### config.mk
export PLATFORM = sky130hd
export DESIGN_NAME = pwm_deadtime_flat
export DESIGN_NICKNAME = d
export VERILOG_FILES = /design/src/rtl/pwm_pkg.sv /design/src/rtl/pwm_deadtime_if.sv /design/src/rtl/dead_time_gen.sv /design/src/rtl/pwm_deadtime.sv /design/src/flat_wrapper.sv
export SDC_FILE = /design/constraint.sdc
export NUM_CORES = 1
export LEC_CHECK = 0
export BUFFER_PORTS_ARGS = -buffer_cell sky130_fd_sc_hd__buf_2
export CORE_MARGIN = 2
export CORE_UTILIZATION = 57
export DETAILED_ROUTE_END_ITERATION = 8
export PLACE_DENSITY = 0.84
export SYNTH_ARGS = -nofsm -noshare
export SYNTH_HDL_FRONTEND = slang
export SYNTH_HIERARCHICAL = 1
export SYNTH_SLANG_ARGS = --single-unit
### constraint.sdc
create_clock -name clk -period 4.8 [get_ports clk]
set_input_delay 0.24 -clock clk [delete_from_list [all_inputs] [get_ports clk]]
set_output_delay 0.24 -clock clk [all_outputs]
set_load 0.02 [all_outputs]
### src/rtl/pwm_pkg.sv
// pwm_pkg: shared types and default widths for the PWM dead-time leg.
package pwm_pkg;

   localparam int unsigned WIDTH_DEF    = 8;
   localparam int unsigned DT_WIDTH_DEF = 6;

   // Gate-pair FSM states; IDLE and DEAD both keep the gates off.
   typedef enum logic [1:0] {
      IDLE = 2'd0,
      DEAD = 2'd1,
      HI   = 2'd2,
      LO   = 2'd3
   } state_t;

endpackage

### src/rtl/pwm_deadtime_if.sv
// pwm_deadtime_if: duty-update valid/ready channel into one PWM leg.
interface pwm_deadtime_if import pwm_pkg::*; #(
   parameter int unsigned WIDTH = WIDTH_DEF
) ();

   logic [WIDTH-1:0] duty_in;
   logic             duty_valid;
   logic             duty_ready;

   modport master (output duty_in, output duty_valid, input duty_ready);
   modport slave  (input duty_in, input duty_valid, output duty_ready);

endinterface

### src/rtl/dead_time_gen.sv
// dead_time_gen: complementary gate FSM with a dead-time counter between
// every hand-over of the high and low side.
module dead_time_gen import pwm_pkg::*; #(
   parameter int unsigned DT_WIDTH = DT_WIDTH_DEF
) (
   input  logic                clk,
   input  logic                reset,
   input  logic                req,
   input  logic                start,
   input  logic                kill,
   input  logic [DT_WIDTH-1:0] dead_time,
   output logic                gate_hi,
   output logic                gate_lo
);

   state_t              state, state_nxt;
   logic [DT_WIDTH-1:0] dt_cnt, dt_cnt_nxt;

   // State, counter and gate registers; gates follow the next state so they
   // are a pure decode of the state register.
   always_ff @(posedge clk or posedge reset) begin
      if (reset) begin
         state   <= IDLE;
         dt_cnt  <= '0;
         gate_hi <= 1'b0;
         gate_lo <= 1'b0;
      end else begin
         state   <= state_nxt;
         dt_cnt  <= dt_cnt_nxt;
         gate_hi <= (state_nxt == HI);
         gate_lo <= (state_nxt == LO);
      end
   end

   // Next-state logic; DEAD always runs at least one cycle and ignores req.
   always_comb begin
      state_nxt  = state;
      dt_cnt_nxt = dt_cnt;
      if (kill) begin
         state_nxt = IDLE;
      end else begin
         case (state)
            IDLE: begin
               if (start) begin
                  state_nxt  = DEAD;
                  dt_cnt_nxt = dead_time;
               end
            end
            HI: begin
               if (!req) begin
                  state_nxt  = DEAD;
                  dt_cnt_nxt = dead_time;
               end
            end
            LO: begin
               if (req) begin
                  state_nxt  = DEAD;
                  dt_cnt_nxt = dead_time;
               end
            end
            DEAD: begin
               if (dt_cnt != '0) dt_cnt_nxt = dt_cnt - DT_WIDTH'(1);
               if (dt_cnt <= DT_WIDTH'(1)) state_nxt = req ? HI : LO;
            end
            default: state_nxt = IDLE;
         endcase
      end
   end

endmodule

### src/rtl/pwm_deadtime.sv
// pwm_deadtime: one inverter leg. Double-buffered duty compared against the
// shared period counter, driving a dead-time protected gate pair.
// Optional gate-kill input and sticky flag: define PWM_DEADTIME_FAULT_EN.
module pwm_deadtime import pwm_pkg::*; #(
   parameter int unsigned WIDTH    = WIDTH_DEF,
   parameter int unsigned DT_WIDTH = DT_WIDTH_DEF
) (
   input  logic                clk,
   input  logic                reset,
   input  logic                enable,
   input  logic [WIDTH-1:0]    count,
   input  logic [WIDTH-1:0]    max_count,
   pwm_deadtime_if.slave       duty,
   input  logic [DT_WIDTH-1:0] dead_time,
   output logic                gate_hi,
   output logic                gate_lo,
   output logic                period_start
`ifdef PWM_DEADTIME_FAULT_EN
   ,
   input  logic                fault,
   output logic                fault_latched
`endif
);

   logic             bnd;
   logic             req;
   logic             kill;
   logic [WIDTH-1:0] duty_pend;
   logic [WIDTH-1:0] duty_act;

   assign bnd = enable && (count == max_count);
   assign req = count < duty_act;

   // Duty double buffer: ready low means the pending slot holds a value that
   // is promoted to the active duty at the next boundary.
   always_ff @(posedge clk or posedge reset) begin
      if (reset) begin
         duty_pend       <= '0;
         duty_act        <= '0;
         duty.duty_ready <= 1'b1;
      end else if (bnd && !duty.duty_ready) begin
         duty_act        <= duty_pend;
         duty.duty_ready <= 1'b1;
      end else if (duty.duty_valid && duty.duty_ready) begin
         duty_pend       <= duty.duty_in;
         duty.duty_ready <= 1'b0;
      end
   end

   // One-cycle marker for the first cycle of each period.
   always_ff @(posedge clk or posedge reset) begin
      if (reset) period_start <= 1'b0;
      else       period_start <= bnd;
   end

`ifdef PWM_DEADTIME_FAULT_EN
   // Sticky fault flag; only reset releases the gates again.
   always_ff @(posedge clk or posedge reset) begin
      if (reset)      fault_latched <= 1'b0;
      else if (fault) fault_latched <= 1'b1;
   end
   assign kill = fault || fault_latched;
`else
   assign kill = 1'b0;
`endif

   dead_time_gen #(.DT_WIDTH(DT_WIDTH)) u_dtg (
      .clk       (clk),
      .reset     (reset),
      .req       (req),
      .start     (bnd),
      .kill      (kill),
      .dead_time (dead_time),
      .gate_hi   (gate_hi),
      .gate_lo   (gate_lo)
   );

endmodule

### src/flat_wrapper.sv
// flat-port wrapper written by rule: the top's interface ports become plain ports
module pwm_deadtime_flat import pwm_pkg::*;
#(
   parameter int unsigned WIDTH    = WIDTH_DEF,
   parameter int unsigned DT_WIDTH = DT_WIDTH_DEF
)
  (clk, reset, enable, count, max_count, dead_time, gate_hi, gate_lo, period_start, duty_duty_in, duty_duty_valid, duty_duty_ready);
  pwm_deadtime_if #(.WIDTH(WIDTH)) duty_i ();
  input  logic clk;
  input  logic reset;
  input  logic enable;
  input  logic [WIDTH-1:0] count;
  input  logic [WIDTH-1:0] max_count;
  input  logic [DT_WIDTH-1:0] dead_time;
  output logic gate_hi;
  output logic gate_lo;
  output logic period_start;
  input wire logic [$bits(duty_i.duty_in)-1:0] duty_duty_in;
  input wire logic [$bits(duty_i.duty_valid)-1:0] duty_duty_valid;
  output wire logic [$bits(duty_i.duty_ready)-1:0] duty_duty_ready;
  assign duty_i.duty_in = duty_duty_in;
  assign duty_i.duty_valid = duty_duty_valid;
  assign duty_duty_ready = duty_i.duty_ready;
  pwm_deadtime #(.WIDTH(WIDTH), .DT_WIDTH(DT_WIDTH)) u_core (.clk(clk), .reset(reset), .enable(enable), .count(count), .max_count(max_count), .duty(duty_i), .dead_time(dead_time), .gate_hi(gate_hi), .gate_lo(gate_lo), .period_start(period_start));
endmodule
==> flow_metrics.py <==
metrics = {
    "cells_and_area": {
        "mostFrequentLayoutCells": "37 x buf_2, 27 x dfrtp_1, 18 x inv_1, 16 x mux2_2, 9 x ha_1",
        "drive_above_1_share_pct": 34.9,
        "fin_nets": 236,
        "layout_commonest_cell": "buf_2",
        "area_delta_synth_final_pct": 17.8,
        "diodes": 0,
    },
    "synth": {
        "ys_seq_area_share_pct": 44.3,
        "synth_cell_types": 43,
        "async_flop_share_pct": 100,
        "post_synth_inst_count": 147,
        "yosysWarnings": 6,
        "ys_ff_latch": 28,
        "synthTopCellsByArea": "dfrtp_1 43%, mux2_2 11%, ha_1 7.1%",
        "synth.cell_area_um2": 1580,
        "synth-edff-count": 0,
        "synth_top_area_cell": "dfrtp_1",
        "synth_ff_type": "dfrtp_1",
        "synth_top_area_share_pct": 42.7,
        "syn_avg_cell_area_um2": 10.8,
    },
    "clock_network": {
        "cts_buffers": 3,
        "clk_latency_ns": 0.33,
        "cts_buffer_depth": 2,
        "post_cts_buffers": 0,
        "cts.sinks": 28,
        "cts_tree": "yes",
        "cts_root_buffer": "clkbuf_4",
        "clk_pin_slew_ns": 0.15,
        "htreeDepth": 1,
    },
    "setup_path": {
        "crit_type": "flip-flop to flip-flop",
        "cp-start-kind": "flip-flop",
        "crit_fanout": 8,
        "critPathArrivalTime_ns": 3.16,
        "worstSetupEndpointType": "flip-flop",
        "r2r_slack_ns": 1.91,
        "required_ns": 5.07,
    },
    "place": {
        "pre_cts_slack_ns": 2.05,
        "gp_congestion": 0.920,
        "io_buffers": 37,
        "dp_hpwl_mm": 2.57,
    },
    "floorplan": {
        "io_pins": 38,
        "fp.dieArea_um2": 3210,
        "dieHeight_um": 56.7,
        "die-width_um": 56.7,
        "initial_utilization_pct": 58.9,
        "rows": 19,
        "core_um2": 2690,
    },
    "routing": {
        "ant_nets": 0,
        "wire_per_inst_um": 14.9,
        "routed_wl_mm": 3.33,
        "drt_iter0_drc": 35,
        "drc": 0,
        "via_count": 1288,
        "drtPass1Iterations": 4,
        "viasPerCell": 5.78,
    },
    "global_route": {
        "grt_overflow_total": 0,
        "grt.total_usage_pct": 22.9,
        "grt_pass1_vias": 1316,
        "grt_max_degree": 19,
        "antenna_found_initial": 0,
        "grt_pass1_wl_mm": 5.73,
    },
    "timing": {
        "fin_hold_ws_ns": 0.121,
        "fin_ws_ns": 1.91,
        "rsz0062_at_grt": "no",
        "finClkSkew_ns": 0.0127,
        "setup_viol": 0,
        "max_freq_ghz": 0.346,
        "setup_tns_ns": 0,
        "slew_violations": 0,
        "hold_violations": 0,
        "period_minus_slack_ns": 2.89,
        "fin_crit_sh_pct": 60.3,
        "slew-limit-headroom_pct": 53.3,
        "timing_worst_slew_pin_value_ns": 0.700,
    },
    "run": {
        "cap_viol_max_count": 0,
    },
    "pwr": {
        "pwr-share-comb_pct": 24.4,
        "switchingPower_uw": 168,
        "swShare_pct": 30.9,
        "pwr-share-clk_pct": 21.2,
        "peakVddDrop_v": 0.000248,
        "seqPwrFrac_pct": 54.4,
        "leakage_nw": 0.909,
        "p_per_area_nw_per_um2": 292,
        "p_int_uw": 377,
    },
    "status": {
        "outcome": "finished, final reports clean",
    },
    "hold_path": {
        "hold_class": "input port to flip-flop",
    },
}
metal layers:
metal / track usage [%] / routed length (um)
met5: 0 / 0
met2: 40.9 / 1720
met3: 2.30 / 120
met1: 28.4 / 1430
met4: 8.50 / 63
synthesized netlist by cell type, types with 2 or more instances:
| cell | number |
|---|---|
| nor4_1 | 2 |
| o22ai_1 | 2 |
| or3_4 | 2 |
| or3_1 | 2 |
| a211oi_1 | 3 |
| nor2_1 | 8 |
| mux2_2 | 16 |
| inv_1 | 18 |
| a21oi_1 | 7 |
| nor3_1 | 5 |
| nand3_1 | 3 |
| o211ai_1 | 2 |
| ha_1 | 9 |
| nand2b_1 | 4 |
| dfrtp_1 | 27 |
| a21o_1 | 3 |
| o21ai_0 | 4 |
| o2bb2ai_1 | 2 |
| xor2_1 | 4 |
worst max-delay path, stage by stage (launching register included):
cell,delay (ns)
dfrtp_1,0.37
inv_1,0.04
ha_1,0.26
a21o_1,0.15
a211oi_1,0.27
nor3_1,0.11
a211oi_1,0.45
inv_1,0.16
a31oi_1,0.51
and3_4,0.31
mux2i_1,0.20
sequential cells by signal (all words and copies together), names as in the netlist:
register	flops
u_core/duty_pend	8
u_core/u_dtg/gate_lo	1
u_core/duty.duty_ready	1
u_core/u_dtg/dt_cnt	6
u_core/u_dtg/state	2
u_core/period_start	1
u_core/duty_act	8
u_core/u_dtg/gate_hi	1
stage by stage:
stage	cell area, um^2	total power [mW]	util (%)	cells
floorplan	1600	0.384	-	151
global placement	1820	0.420	67.7	218
detailed placement	1820	0.431	67.7	218
CTS	1860	0.545	69.4	223
global route	1860	0.577	69.4	223
finish	1860	0.545	69.4	223
path summary, 6_finish.rpt:
| check | from | endpoint | cells past startpoint |
|---|---|---|---|
| setup / recovery | u_core/duty_act[1]$_DFFE_PP0P_ | u_core/u_dtg/dt_cnt[1]$_DFFE_PP0P_ | 10 |
| max in group asynchronous | reset | u_core/duty_act[1]$_DFFE_PP0P_ | 3 |
| hold reg to reg | u_core/duty_pend[0]$_DFFE_PP0P_ | u_core/duty_act[0]$_DFFE_PP0P_ | 1 |
| min in group asynchronous | reset | u_core/u_dtg/gate_lo$_DFF_PP0_ | 3 |
| hold / removal | duty_duty_in[5] | u_core/duty_pend[5]$_DFFE_PP0P_ | 2 |
| setup reg to reg | u_core/duty_act[1]$_DFFE_PP0P_ | u_core/u_dtg/dt_cnt[1]$_DFFE_PP0P_ | 10 |
logic make-up (layout without fill, tap and decap cells):
| kind of cell | count (synthesis) | in the layout | synth area share (%) |
|---|---|---|---|
| simple gates | 35 | 35 | 14.2 |
| compound gates | 34 | 34 | 15.3 |
| buf+inv | 19 | 60 | 4.51 |
| xor+xnor | 4 | 4 | 2.21 |
| fa+ha+maj | 9 | 9 | 7.11 |
| other cells | 1 | 5 | 0.237 |
| flops | 28 | 28 | 44.3 |
| mux | 17 | 17 | 12.0 |
power groups by stage:
stage / clock network [mW] / logic [mW] / registers (mW)
2_1_floorplan: 0 / 0.0935 / 0.291
3_3_place_gp: 0 / 0.124 / 0.296
3_5_place_dp: 0 / 0.131 / 0.300
4_1_cts: 0.117 / 0.133 / 0.295
5_1_grt: 0.127 / 0.150 / 0.301
6_report: 0.116 / 0.133 / 0.296
final cells by class:
| cell class | count | area (um^2) |
|---|---|---|
| well taps | 31 | 38.8 |
| clock buffers | 4 | 36.3 |
| multi-input cells | 104 | 825 |
| flip-flops and latches | 28 | 702 |
| fillers | 209 | 822 |
| inverters | 18 | 67.6 |
| repair buffers | 38 | 195 |
what timing repair did:
action,4_1_cts,5_1_grt
hold buffers,1,0
hold endpoints to repair,10,0
resized for setup,0,0
Note: power is estimated with default switching activity, not from simulation.
